## src/rtl/bcd_div_pkg.sv

```systemverilog
// bcd_div_pkg: shared FSM state type and BCD digit constants for the
// digit-serial BCD long divider.
package bcd_div_pkg;

  localparam int DIGIT_W = 4;
  localparam logic [DIGIT_W-1:0] BCD_NINE = 4'd9;

  typedef enum logic [1:0] {
    IDLE  = 2'd0,
    SHIFT = 2'd1,
    SUB   = 2'd2,
    DONE  = 2'd3
  } state_t;

  // True when a nibble is a legal decimal digit.
  function automatic logic is_bcd_digit(input logic [DIGIT_W-1:0] d);
    return d <= BCD_NINE;
  endfunction

endpackage

```

## src/rtl/bcd_sub_cmp_ndigits.sv

```systemverilog
// bcd_sub_cmp_ndigits: combinational N-digit BCD subtractor, diff = a - b.
// borrow = 0 means a >= b, so one instance serves as both the comparator
// and the subtractor of the long divider.
module bcd_sub_cmp_ndigits
  import bcd_div_pkg::*;
#(
  parameter int NDIGITS = 5
) (
  input  logic [DIGIT_W*NDIGITS-1:0] a,
  input  logic [DIGIT_W*NDIGITS-1:0] b,
  output logic [DIGIT_W*NDIGITS-1:0] diff,
  output logic                       borrow
);

  logic                bin;
  logic [DIGIT_W:0]    digit_diff;

  // Ripple the borrow from the least significant digit upward; a negative
  // digit difference is corrected by adding ten.
  always_comb begin
    // NOTE: every variable written here gets a default first, so no path
    // leaves it unassigned and no latch is inferred.
    bin        = 1'b0;
    diff       = '0;
    digit_diff = '0;
    for (int i = 0; i < NDIGITS; i++) begin
      digit_diff = {1'b0, a[DIGIT_W*i +: DIGIT_W]}
                 - {1'b0, b[DIGIT_W*i +: DIGIT_W]}
                 - {{DIGIT_W{1'b0}}, bin};
      if (digit_diff[DIGIT_W]) begin
        diff[DIGIT_W*i +: DIGIT_W] = digit_diff[DIGIT_W-1:0] + 4'd10;
        bin = 1'b1;
      end else begin
        diff[DIGIT_W*i +: DIGIT_W] = digit_diff[DIGIT_W-1:0];
        bin = 1'b0;
      end
    end
    borrow = bin;
  end

endmodule

```

## src/rtl/bcd_long_divider.sv

```systemverilog
// bcd_long_divider: digit-serial restoring BCD long division.
// Each dividend digit costs one SHIFT cycle, one SUB cycle per unit of the
// quotient digit, and one final SUB cycle that finds remainder < divisor.
// A zero divisor finishes one edge after acceptance with err set.
// Optional macro BCD_DIV_INPUT_CHECK_EN: non-BCD operand nibbles also
// finish early with err set and zero results.
module bcd_long_divider
  import bcd_div_pkg::*;
#(
  parameter int NDIGITS = 4
) (
  input  logic                       clk,
  input  logic                       rst,
  input  logic                       start,
  input  logic [DIGIT_W*NDIGITS-1:0] dividend,
  input  logic [DIGIT_W*NDIGITS-1:0] divisor,
  output logic [DIGIT_W*NDIGITS-1:0] quotient,
  output logic [DIGIT_W*NDIGITS-1:0] remainder,
  output logic                       busy,
  output logic                       end_division,
  output logic                       err
);

  localparam int W  = DIGIT_W * NDIGITS;
  localparam int RW = DIGIT_W * (NDIGITS + 1);
  localparam int CW = $clog2(NDIGITS + 1);

  state_t          state, state_next;
  logic [W-1:0]    dvd_q, dvs_q, quo_q;
  logic [RW-1:0]   rem_q, diff;
  logic [CW-1:0]   left_q;
  logic            err_q;
  logic            borrow, can_sub, non_bcd, bad_ops;
  logic [DIGIT_W-1:0] next_digit;

  bcd_sub_cmp_ndigits #(.NDIGITS(NDIGITS + 1)) u_sub (
    .a      (rem_q),
    .b      ({{DIGIT_W{1'b0}}, dvs_q}),
    .diff   (diff),
    .borrow (borrow)
  );

  // Stop subtracting once the digit reaches nine so garbage inputs still
  // terminate.
  assign can_sub = !borrow && (quo_q[DIGIT_W-1:0] != BCD_NINE);

`ifdef BCD_DIV_INPUT_CHECK_EN
  // Flag any latched operand nibble that is not a decimal digit.
  always_comb begin
    non_bcd = 1'b0;
    for (int i = 0; i < NDIGITS; i++) begin
      if (!is_bcd_digit(dvd_q[DIGIT_W*i +: DIGIT_W]) ||
          !is_bcd_digit(dvs_q[DIGIT_W*i +: DIGIT_W]))
        non_bcd = 1'b1;
    end
  end
`else
  assign non_bcd = 1'b0;
`endif

  assign bad_ops = (dvs_q == '0) || non_bcd;

  // Select the dividend digit to bring down; left_q counts digits remaining.
  always_comb begin
    next_digit = '0;
    for (int i = 0; i < NDIGITS; i++) begin
      if (left_q == CW'(i + 1)) next_digit = dvd_q[DIGIT_W*i +: DIGIT_W];
    end
  end

  // State register.
  always_ff @(posedge clk or negedge rst) begin
    // NOTE: sequential state uses non-blocking assignments so every
    // register samples pre-edge values regardless of statement order.
    if (!rst) state <= IDLE;
    else      state <= state_next;
  end

  // Next-state logic.
  always_comb begin
    state_next = state;
    case (state)
      IDLE:    if (start) state_next = SHIFT;
      SHIFT:   state_next = bad_ops ? DONE : SUB;
      SUB:     if (!can_sub) state_next = (left_q == '0) ? DONE : SHIFT;
      DONE:    state_next = IDLE;
      default: state_next = IDLE;
    endcase
  end

  // Datapath: operand latch, digit shift-in, subtract and quotient count.
  always_ff @(posedge clk or negedge rst) begin
    if (!rst) begin
      dvd_q  <= '0;
      dvs_q  <= '0;
      rem_q  <= '0;
      quo_q  <= '0;
      left_q <= '0;
      err_q  <= 1'b0;
    end else begin
      case (state)
        IDLE: begin
          if (start) begin
            dvd_q  <= dividend;
            dvs_q  <= divisor;
            rem_q  <= '0;
            quo_q  <= '0;
            left_q <= CW'(NDIGITS);
            err_q  <= 1'b0;
          end
        end
        SHIFT: begin
          if (bad_ops) begin
            err_q <= 1'b1;
            rem_q <= non_bcd ? '0 : {{DIGIT_W{1'b0}}, dvd_q};
          end else begin
            rem_q  <= {rem_q[RW-DIGIT_W-1:0], next_digit};
            quo_q  <= {quo_q[W-DIGIT_W-1:0], {DIGIT_W{1'b0}}};
            left_q <= left_q - CW'(1);
          end
        end
        SUB: begin
          if (can_sub) begin
            rem_q                <= diff;
            quo_q[DIGIT_W-1:0]   <= quo_q[DIGIT_W-1:0] + 4'd1;
          end
        end
        default: ;
      endcase
    end
  end

  // Status outputs decoded from the state.
  always_comb begin
    busy         = 1'b0;
    end_division = 1'b0;
    case (state)
      SHIFT, SUB: busy = 1'b1;
      DONE:       end_division = 1'b1;
      default:    ;
    endcase
  end

  assign quotient  = quo_q;
  assign remainder = rem_q[W-1:0];
  assign err       = err_q;

endmodule

```

## config.mk

```make
export PLATFORM = sky130hd
export DESIGN_NAME = bcd_long_divider
export DESIGN_NICKNAME = d
export VERILOG_FILES = /design/src/rtl/bcd_div_pkg.sv /design/src/rtl/bcd_sub_cmp_ndigits.sv /design/src/rtl/bcd_long_divider.sv
export SDC_FILE = /design/constraint.sdc
export NUM_CORES = 1
export LEC_CHECK = 0
export CAP_MARGIN = 10
export CORE_MARGIN = 4
export CORE_UTILIZATION = 56
export DETAILED_ROUTE_END_ITERATION = 6
export HOLD_SLACK_MARGIN = 0.08
export PLACE_DENSITY = 0.86
export SKIP_CTS_REPAIR_TIMING = 1
export SLEW_MARGIN = 20
export SYNTH_ARGS = -nofsm -noshare
export SYNTH_HDL_FRONTEND = slang
export SYNTH_HIERARCHICAL = 1
export SYNTH_SLANG_ARGS = --single-unit
```

## constraint.sdc

```tcl
create_clock -name clk -period 9.3 [get_ports clk]
set_clock_uncertainty 0.05 [all_clocks]
set_input_delay 1.86 -clock clk [delete_from_list [all_inputs] [get_ports clk]]
set_output_delay 1.86 -clock clk [all_outputs]
set_load 0.01 [all_outputs]
```

Yosys cells after proc, flatten, opt, wreduce, memory -nomap -nowiden. Cells that the tools add are included.

Reduce and logical (&&, ||, !) cells: 14. Add/subtract/negate cells: 15. Mux-type cells: 36. Equality and inequality tests: 13.

Operators with widths (count): $mux W20 (3); $pmux W20 S3 (1); $mux W4 (10); $mux W16 (2); $pmux W12 S2 (1); $add A4 B4 Y4 const B (5); $sub A4 B4 Y5 (4); $logic_not A16 Y1 (1); $sub A5 B1 Y5 (3); $pmux W4 S3 (1); $mux W1 (10); $ne A2 B2 Y1 const B (5); $reduce_and A3 Y1 (3); $pmux W2 S4 (1); $eq A3 B2 Y1 const B (2); $mux W2 (3); $mux W3 (2); $pmux W3 S2 (1); $sub A4 B1 Y5 (1); $add A4 B1 Y4 const B (1); $eq A2 B2 Y1 const B (2); $ne A4 B4 Y1 const B (1); $reduce_and A2 Y1 (2); $reduce_and A4 Y1 (1); 12 further kinds (12).

Logic and storage cells: 86. Register bits: 74. Output and inout port bits: 35.

Depth between registers and ports, before layout. Gate-level depths: netlist of the first run.

Depth in word-level cells: 14. Gate-level depth with buffers: 42.

Cells and area by module. Netlist of the first run, hierarchy kept.

Modules (own cells, without submodules): bcd_long_divider (seq. area each 1851.8 µm², area each 3823.7 µm², cells an instance 340, instances 1); bcd_sub_cmp_ndigits (seq. area each 0.0 µm², area each 1291.2 µm², cells an instance 152, instances 1).

Worst setup path after synthesis of the first run. Ideal clock, no wire load.

Path type: reg-to-reg. Start: register rem_q[0]. End: register rem_q[10]. Setup slack: 0.830 ns. Required time: 9.119 ns. Arrival time: 8.289 ns. Path buffers: 2. Stages on the path, launching flop included: 43. Setup time: 0.131 ns. Cells stage by stage: dfrtp_1 inv_1 ha_1 inv_1 fa_1 a21o_1 a21o_1 fa_1 inv_1 ha_1 nor2_1 fa_1 and3b_1 o22ai_2 fa_1 inv_1 fa_1 nand2b_1 [... 7 more ...] a31oi_1 and2_4 inv_1 fa_1 inv_1 ha_1 or2_2 fa_1 nand2b_1 a211o_1 and2_4 inv_1 nand2_1 and4b_1 buf_2 nand2_1 buf_2 o211ai_1.

Longest elaborated chain between the ends: 14.

RTL lines: start, declared (RTL line bcd_long_divider.sv:30) `logic [RW-1:0] rem_q, diff;`; start signal, assigned (RTL line bcd_long_divider.sv:115) `rem_q <= non_bcd ? '0 : {{DIGIT_W{1'b0}}, dvd_q};`; start signal, assigned (RTL line bcd_long_divider.sv:117) `rem_q <= {rem_q[RW-DIGIT_W-1:0], next_digit};`; start signal, assigned (RTL line bcd_long_divider.sv:124) `rem_q <= diff;`; $sub A4 B4 Y5 (RTL line bcd_sub_cmp_ndigits.sv:28) `- {1'b0, b[DIGIT_W*i +: DIGIT_W]}`; $mux W1 (RTL line bcd_sub_cmp_ndigits.sv:30) `if (digit_diff[DIGIT_W]) begin`; $sub A5 B1 Y5 (RTL line bcd_sub_cmp_ndigits.sv:29) `- {{DIGIT_W{1'b0}}, bin};`; $mux W1 (RTL line bcd_sub_cmp_ndigits.sv:30); $sub A5 B1 Y5 (RTL line bcd_sub_cmp_ndigits.sv:29); $mux W1 (RTL line bcd_sub_cmp_ndigits.sv:30); $sub A5 B1 Y5 (RTL line bcd_sub_cmp_ndigits.sv:29); $mux W1 (RTL line bcd_sub_cmp_ndigits.sv:30); $sub A4 B1 Y5 (RTL line bcd_sub_cmp_ndigits.sv:29); $mux W1 (RTL line bcd_sub_cmp_ndigits.sv:30); via borrow (RTL line bcd_long_divider.sv:33) `logic borrow, can_sub, non_bcd, bad_ops;`; $logic_not A1 Y1 (RTL line bcd_long_divider.sv:45) `assign can_sub = !borrow && (quo_q[DIGIT_W-1:0] != BCD_NINE);`; $logic_and A1 B1 Y1 (RTL line bcd_long_divider.sv:45); $ne A2 B2 Y1 (no line); $reduce_and A3 Y1 (no line).

The timed path passes the listed nets, and every way through them passes these cells. The select of a mux whose other input is x is not followed. A chain may end at the register's enable or synchronous reset.

Worst setup path in the final report of the first run. Same ends and word-level chain as after synthesis.

==> out/metrics.yaml, run 1 <==
yosys:
  synth_seq_cells: 74
  synth.yosys.seq_area_share_pct: 36.20
  syn_area_per_cell_um2: 10.40
  async_flop_share_pct: 100.0
  synthCells: 492
  synth_warnings: 6
  synth_enable_flop_cells: 0
  synth-main-ff-cell: "sky130_fd_sc_hd__dfrtp_1"
  number_of_library_cell_types_mapped_by_synthesis: 52
  synthesis.area_mm2: 0.005115
global_route:
  grt.total_usage_pct: 22.71
  antenna_violations_before_repair: 0
  grt_pass1_wl_um: 20000
  grt_total_ovfl: 0
  grt_pass1_vias: 4139
  grt_start_max_net_pins: 75
drt:
  detailroute.wirelength.met2_um: 6040
  route.top_layer_used: "met4"
  avgRoutedWirePerCell_um: 18.73
  drtAntennaViolNets: 0
  wirelength_met1_um: 5042
  post_drt_via_cell_ratio: 6.159
  postRouteWirelength_um: 12230
  route.met3.wl_um: 849
  first_iter_violations: 359
  drc: 0
  vias: 4022
  detailedRoute.firstPassIterationCount: 5
job:
  cap_viol_max_count: 0
clock_network:
  clk_path_buf_depth: 2
  tritoncts: "yes"
  cts_made_buffers: 9
  clk-insertion-delay-late_ns: 0.36
  cts-htree-levels: 3
  path_clk_slew_ns: 0.09
  cts.sink_count: 74
  clockRootBuffer: "sky130_fd_sc_hd__clkbuf_8"
critical_path:
  rr_startpoint: "rem_q[0]$_DFFE_PN0P_"
  path_class: "flip-flop to flip-flop"
  setup.worst_path.start_class: "flip-flop"
  critical_path.slowest_cell: "sky130_fd_sc_hd__fa_1"
  worstSetupEndpointType: "flip-flop"
  critical_path.startpoint: "rem_q[0]$_DFFE_PN0P_"
  timing.critical_path.fanout_max: 18
  worstPathArrival_ns: 9.05
  critPathMaxStageDelay_ns: 0.49
  cp.required_ns: 9.49
  worst_path_most_repeated_cell: "sky130_fd_sc_hd__inv_1"
finish:
  layout-area-overhead-vs-synth_pct: 17.20
  nets: 628
  fill_cells: 659
  finish.cell_count_without_fillers: 653
  finalCoreUtilization_pct: 68.07
  insertedDiodeCount: 0
  drive_gt1_share_pct: 15.05
floorplan:
  die_width_um: 103.6
  num_io_pins: 70
  die_height_um: 103.6
  fp.coreArea_mm2: 0.008806
  start_util_pct: 58.08
  die_area_mm2: 0.01073
  rows: 34
power:
  irDropWorstVdd_mv: 0.2187
  power_density_mw_per_mm2: 440.9
  reported_leakage_power_uw: 0.002626
worst_hold_path:
  timing.hold.worst.start: "quotient[13]$_DFFE_PN0P_"
  hold_path_class: "flip-flop to flip-flop"
sta:
  drv_slew: 0
  worst_pin_slew_ns: 0.9376
  max_slew_headroom_at_the_worst_pin_pct: 37.50
  hold_ws_ns: 0.4621
  report.final.setup_viol: 0
  fin_tns_setup_ns: 0
  final_min_period_over_clock_period_pct: 95.28
  period_needed_ns: 8.861
  max_clock_freq_mhz: 112.9
  hold_viol_final: 0
  final.setup.worst_slack_ns: 0.4390
placement:
  dp_hpwl_um: 8704
  port_buffers: 69
  dpl_worst_slack_ns: 0.1035
  place_congestion: 0.8889
  placed_cells_incl_taps: 636
outcome:
  run_status: "finished, final reports clean"
cell usage in the layout (no fill, tap or decap), drive strengths merged, types with 10 or more instances in the layout:
master / n
dfrtp: 74
xnor2: 15
a22o: 13
o21ai: 13
clkdlybuf4s50: 68
a21oi: 18
ha: 44
nand2: 20
o211ai: 15
nand3: 10
mux2: 39
a32oi: 16
inv: 58
nand3b: 10
nand4: 19
cells in the mapped netlist, drive strengths merged (3+ instances only):
cell | count | area, µm²
a211o | 3 | 26.28
a21o | 4 | 30.03
a21oi | 18 | 90.09
a221oi | 5 | 43.79
a22o | 13 | 117.6
a31oi | 9 | 56.30
a32oi | 16 | 140.1
and2 | 7 | 52.56
and3 | 6 | 37.54
buf | 31 | 219.0
clkbuf | 9 | 33.78
dfrtp | 74 | 1852
fa | 9 | 180.2
ha | 44 | 550.5
inv | 56 | 210.2
mux2 | 39 | 450.4
nand2 | 20 | 75.07
nand2b | 5 | 31.28
nand3 | 10 | 50.05
nand3b | 10 | 75.07
nand4 | 19 | 125.1
nor2 | 7 | 26.28
nor2b | 3 | 18.77
nor4 | 4 | 76.32
o211ai | 15 | 112.6
o21ai | 13 | 68.82
o22ai | 3 | 25.02
xnor2 | 15 | 131.4
xor2 | 9 | 78.83
state kept, by name (all words and copies together) (netlist names):
signal	count
rem_q	20
state	2
err	1
dvd_q	16
dvs_q	16
quotient	16
left_q	3
metal layers:
layer | vias up | track usage (%)
li1 | 1843 | -
met1 | 1972 | 28.46
met2 | 180 | 38.93
met3 | 27 | 4.789
met4 | 0 | 8.167
met5 | - | 0
final timing paths:
kind | end | slack [ns] | cells past startpoint
min reg2reg | quotient[13]$_DFFE_PN0P_ | 0.46 | 1
min | quotient[13]$_DFFE_PN0P_ | 0.46 | 1
max in group asynchronous | rem_q[6]$_DFFE_PN0P_ | 6.92 | 2
min in group asynchronous | quotient[13]$_DFFE_PN0P_ | 1.65 | 2
max reg2reg | rem_q[10]$_DFFE_PN0P_ | 0.44 | 41
max | rem_q[10]$_DFFE_PN0P_ | 0.44 | 41
through the flow:
step / total power (µW) / area [µm²]
2_1_floorplan: 1882 / 5126
3_3_place_gp: 2178 / 5724
3_5_place_dp: 2276 / 5732
4_1_cts: 2586 / 5954
5_1_grt: 2845 / 5995
6_report: 2643 / 5995
logic make-up after synthesis:
family	after synthesis	share of synthesized area, %
compound gates	105	14.87
simple gates	98	12.21
xor+xnor	24	4.110
mux	41	9.198
buf+inv	96	9.051
flops	74	36.20
other cells	1	0.07332
fa+ha+maj	53	14.29
final cells by class:
type                            count  area (µm²)  area share (%)
Tap cell                          108       135.1           2.254
Sequential cell                    74        1852           30.89
Clock inverter                      7       98.84           1.649
Inverter                           56       210.2           3.507
Multi-Input combinational cell    325        2840           47.38
Clock buffer                        9       123.9           2.066
Timing Repair Buffer               74       734.5           12.25
power by group:
part           leakage [µW]  switching (µW)  internal, µW  total, µW
clock              0.000110             134           153        286
sequential         0.000939             153           448        601
combinational       0.00158             910           845       1760
total               0.00263            1200          1450       2640
worst max-delay path, delay by kind of cell, from the launching register on:
| family | cells | cell delay [ns] |
|---|---|---|
| buf+inv | 10 | 0.74 |
| fa+ha+maj | 12 | 3.76 |
| flops | 1 | 0.42 |
| simple gates | 12 | 2.16 |
| compound gates | 7 | 1.58 |
Note: power is estimated with default switching activity, not from simulation.
==> run 2, diff against run 1 <==
Settings changed: CORE_UTILIZATION 56 to 60, DONT_BUFFER_PORTS set to 1, PLACE_DENSITY 0.86 to 0.78.
==> out/metrics.yaml, run 2 (synthesis gave the netlist of run 1 again) <==
drt:
  first_iter_violations: 309  # was 359
  drc: 0  # unchanged
  post_drt_via_cell_ratio: 6.343  # was 6.159
  vias: 3698  # was 4022
  postRouteWirelength_um: 11440  # was 12230 µm
  avgRoutedWirePerCell_um: 19.63  # was 18.73 µm
  detailedRoute.firstPassIterationCount: 5  # unchanged
  drtAntennaViolNets: 0  # unchanged
outcome:
  run_status: "finished, final reports clean"  # unchanged
critical_path:
  timing.critical_path.fanout_max: 18  # unchanged
  critPathMaxStageDelay_ns: 0.49  # about the same
  timing.critical_path.to: "rem_q[6]$_DFFE_PN0P_"  # was rem_q[10]$_DFFE_PN0P_
  reg2reg_to: "rem_q[6]$_DFFE_PN0P_"  # was rem_q[10]$_DFFE_PN0P_
  r2r_setup_slack_ns: 0.50  # was 0.44 ns
  worst_path_most_repeated_cell: "sky130_fd_sc_hd__inv_1"  # unchanged
  critical_path.startpoint: "rem_q[0]$_DFFE_PN0P_"  # unchanged
  setup.worst_path.start_class: "flip-flop"  # unchanged
  path_class: "flip-flop to flip-flop"  # unchanged
  rr_startpoint: "rem_q[0]$_DFFE_PN0P_"  # unchanged
  worstSetupEndpointType: "flip-flop"  # unchanged
  cp.required_ns: 9.48  # was 9.49 ns
  worstPathArrival_ns: 8.98  # was 9.05 ns
  critical_path.slowest_cell: "sky130_fd_sc_hd__fa_1"  # unchanged
  worstRegToRegCells: 41  # unchanged
global_route:
  grt_total_ovfl: 0  # unchanged
  groute.layer.met2.usage_pct: 39.70  # was 38.93%
  antenna_violations_before_repair: 0  # unchanged
  grt_start_max_net_pins: 75  # unchanged
  grt_pass1_vias: 3809  # was 4139
  grt.total_usage_pct: 23.78  # was 22.71%
  gr-usage-met3_pct: 5.768  # was 4.789%
  grt_pass1_wl_um: 18760  # was 20000 µm
  globalRoute.busiestLayer: "met2"  # unchanged
  global_route.usage.met1_pct: 29.90  # was 28.46%
clock_network:
  cts.sink_count: 74  # unchanged
  cts-htree-levels: 3  # unchanged
  clk-insertion-delay-late_ns: 0.36  # about the same
  clk_path_buf_depth: 2  # unchanged
  path_clk_slew_ns: 0.08  # was 0.09 ns
  clockRootBuffer: "sky130_fd_sc_hd__clkbuf_8"  # unchanged
  cts_made_buffers: 9  # unchanged
  tritoncts: "yes"  # unchanged
worst_hold_path:
  hold_path_class: "flip-flop to flip-flop"  # unchanged
  hold_depth: 2  # was 1
finish:
  largest_register: "rem_q"  # unchanged
  drive_gt1_share_pct: 17.99  # was 15.05%
  largest_register_ffs: 20  # unchanged
  finish.cell_count_without_fillers: 583  # was 653
  top_library_cells_by_usage_in_the_layout_fill_and_taps_aside: "sky130_fd_sc_hd__dfrtp_1 (73), sky130_fd_sc_hd__inv_1 (56), sky130_fd_sc_hd__ha_1 (44)"  # was sky130_fd_sc_hd__dfrtp_1 (74), sky130_fd_sc_hd__clkdlybuf4s50_1 (68), sky130_fd_sc_hd__inv_1 (56)
  fill_cells: 667  # was 659
  final_common_cell: "sky130_fd_sc_hd__dfrtp_1"  # unchanged
  nets: 561  # was 628
  layout-area-overhead-vs-synth_pct: 3.889  # was 17.20%
  insertedDiodeCount: 0  # unchanged
floorplan:
  die_width_um: 100.3  # was 103.6 µm
  start_util_pct: 61.94  # was 58.08%
  fp.coreArea_mm2: 0.008258  # was 0.008806 mm²
  rows: 33  # was 34
  num_io_pins: 70  # unchanged
  die_height_um: 100.3  # was 103.6 µm
  die_area_mm2: 0.01007  # was 0.01073 mm²
sta:
  final_min_period_over_clock_period_pct: 94.61  # was 95.28%
  drv_slew: 0  # unchanged
  max_clock_freq_mhz: 113.7  # was 112.9 MHz
  report.final.setup_viol: 0  # unchanged
  hold_ws_ns: 0.5029  # was 0.4621 ns
  max_slew_headroom_at_the_worst_pin_pct: 28.45  # was 37.50%
  final.setup.worst_slack_ns: 0.5016  # was 0.4390 ns
  worst_pin_slew_ns: 1.073  # was 0.9376 ns
  period_needed_ns: 8.798  # was 8.861 ns
  hold_viol_final: 0  # unchanged
  fin_tns_setup_ns: 0  # unchanged
job:
  cap_viol_max_count: 0  # unchanged
placement:
  dp_hpwl_um: 8097  # was 8704 µm
  dpl_worst_slack_ns: 0.08710  # was 0.1035 ns
  place_congestion: 0.8684  # was 0.8889
  port_buffers: 0  # was 69
  placed_cells_incl_taps: 563  # was 636
==> run 2: cell types whose count changed in the layout (fill, tap and decap cells not counted), sizes merged <==
cell	before	now
clkinv	2	5
bufinv	2	0
clkdlybuf4s50	68	0
clkbuf	9	11
inv	58	56
==> run 2: worst min path at each step <==
stage	startpoint	end	slack, ns
final	rem_q[16]$_DFFE_PN0P_	rem_q[16]$_DFFE_PN0P_	0.50
after CTS	rem_q[16]$_DFFE_PN0P_	rem_q[16]$_DFFE_PN0P_	0.51
after global routing	rem_q[19]$_DFFE_PN0P_	rem_q[19]$_DFFE_PN0P_	0.52
after detailed placement	rem_q[16]$_DFFE_PN0P_	rem_q[16]$_DFFE_PN0P_	0.49
after floorplan	dvd_q[12]$_DFFE_PN0P_	dvd_q[12]$_DFFE_PN0P_	0.44
after global placement	rem_q[16]$_DFFE_PN0P_	rem_q[16]$_DFFE_PN0P_	0.46
==> run 2: final cells by class <==
type                    instances  area [µm²]  area share [%]
clock buffers                  10       127.6           2.402
flip-flops and latches         74        1853           34.87
multi-input cells             325        2849           53.61
inverters                      56       210.2           3.956
clock inverters                 6       43.79          0.8241
repair buffers                  7       98.84           1.860
well taps                     105       131.4           2.472
==> run 2: metal layers <==
layer  part of all wire [%]  vias to the layer above
met5                      0                        -
met4                    1.9                        0
met3                    7.6                       22
met2                     50                      150
met1                     41                     1819
li1                       -                     1707
==> run 2: metrics by stage <==
| stage | util, % | instance area, µm² |
|---|---|---|
| 3_3_place_gp | 61.03 | 5040 |
| 5_1_grt | 64.35 | 5314 |
| 4_1_cts | 63.11 | 5211 |
| 6_report | 64.35 | 5314 |
| 2_1_floorplan | - | 5126 |
| 3_5_place_dp | 61.03 | 5040 |
==> run 2: critical path: cells and delay by family (launching register included) <==
| kind | cells | cell delay, ns |
|---|---|---|
| AOI/OAI and AO/OA | 7 | 1.59 |
| adders and majority gates | 12 | 3.68 |
| buffers and inverters | 10 | 0.74 |
| DFF | 1 | 0.45 |
| and+or+nand+nor | 12 | 2.15 |
Power of run 2 is left out: the tool's default activity adds up to more than one toggle a clock period on the data nets, which glitch-free logic cannot reach.
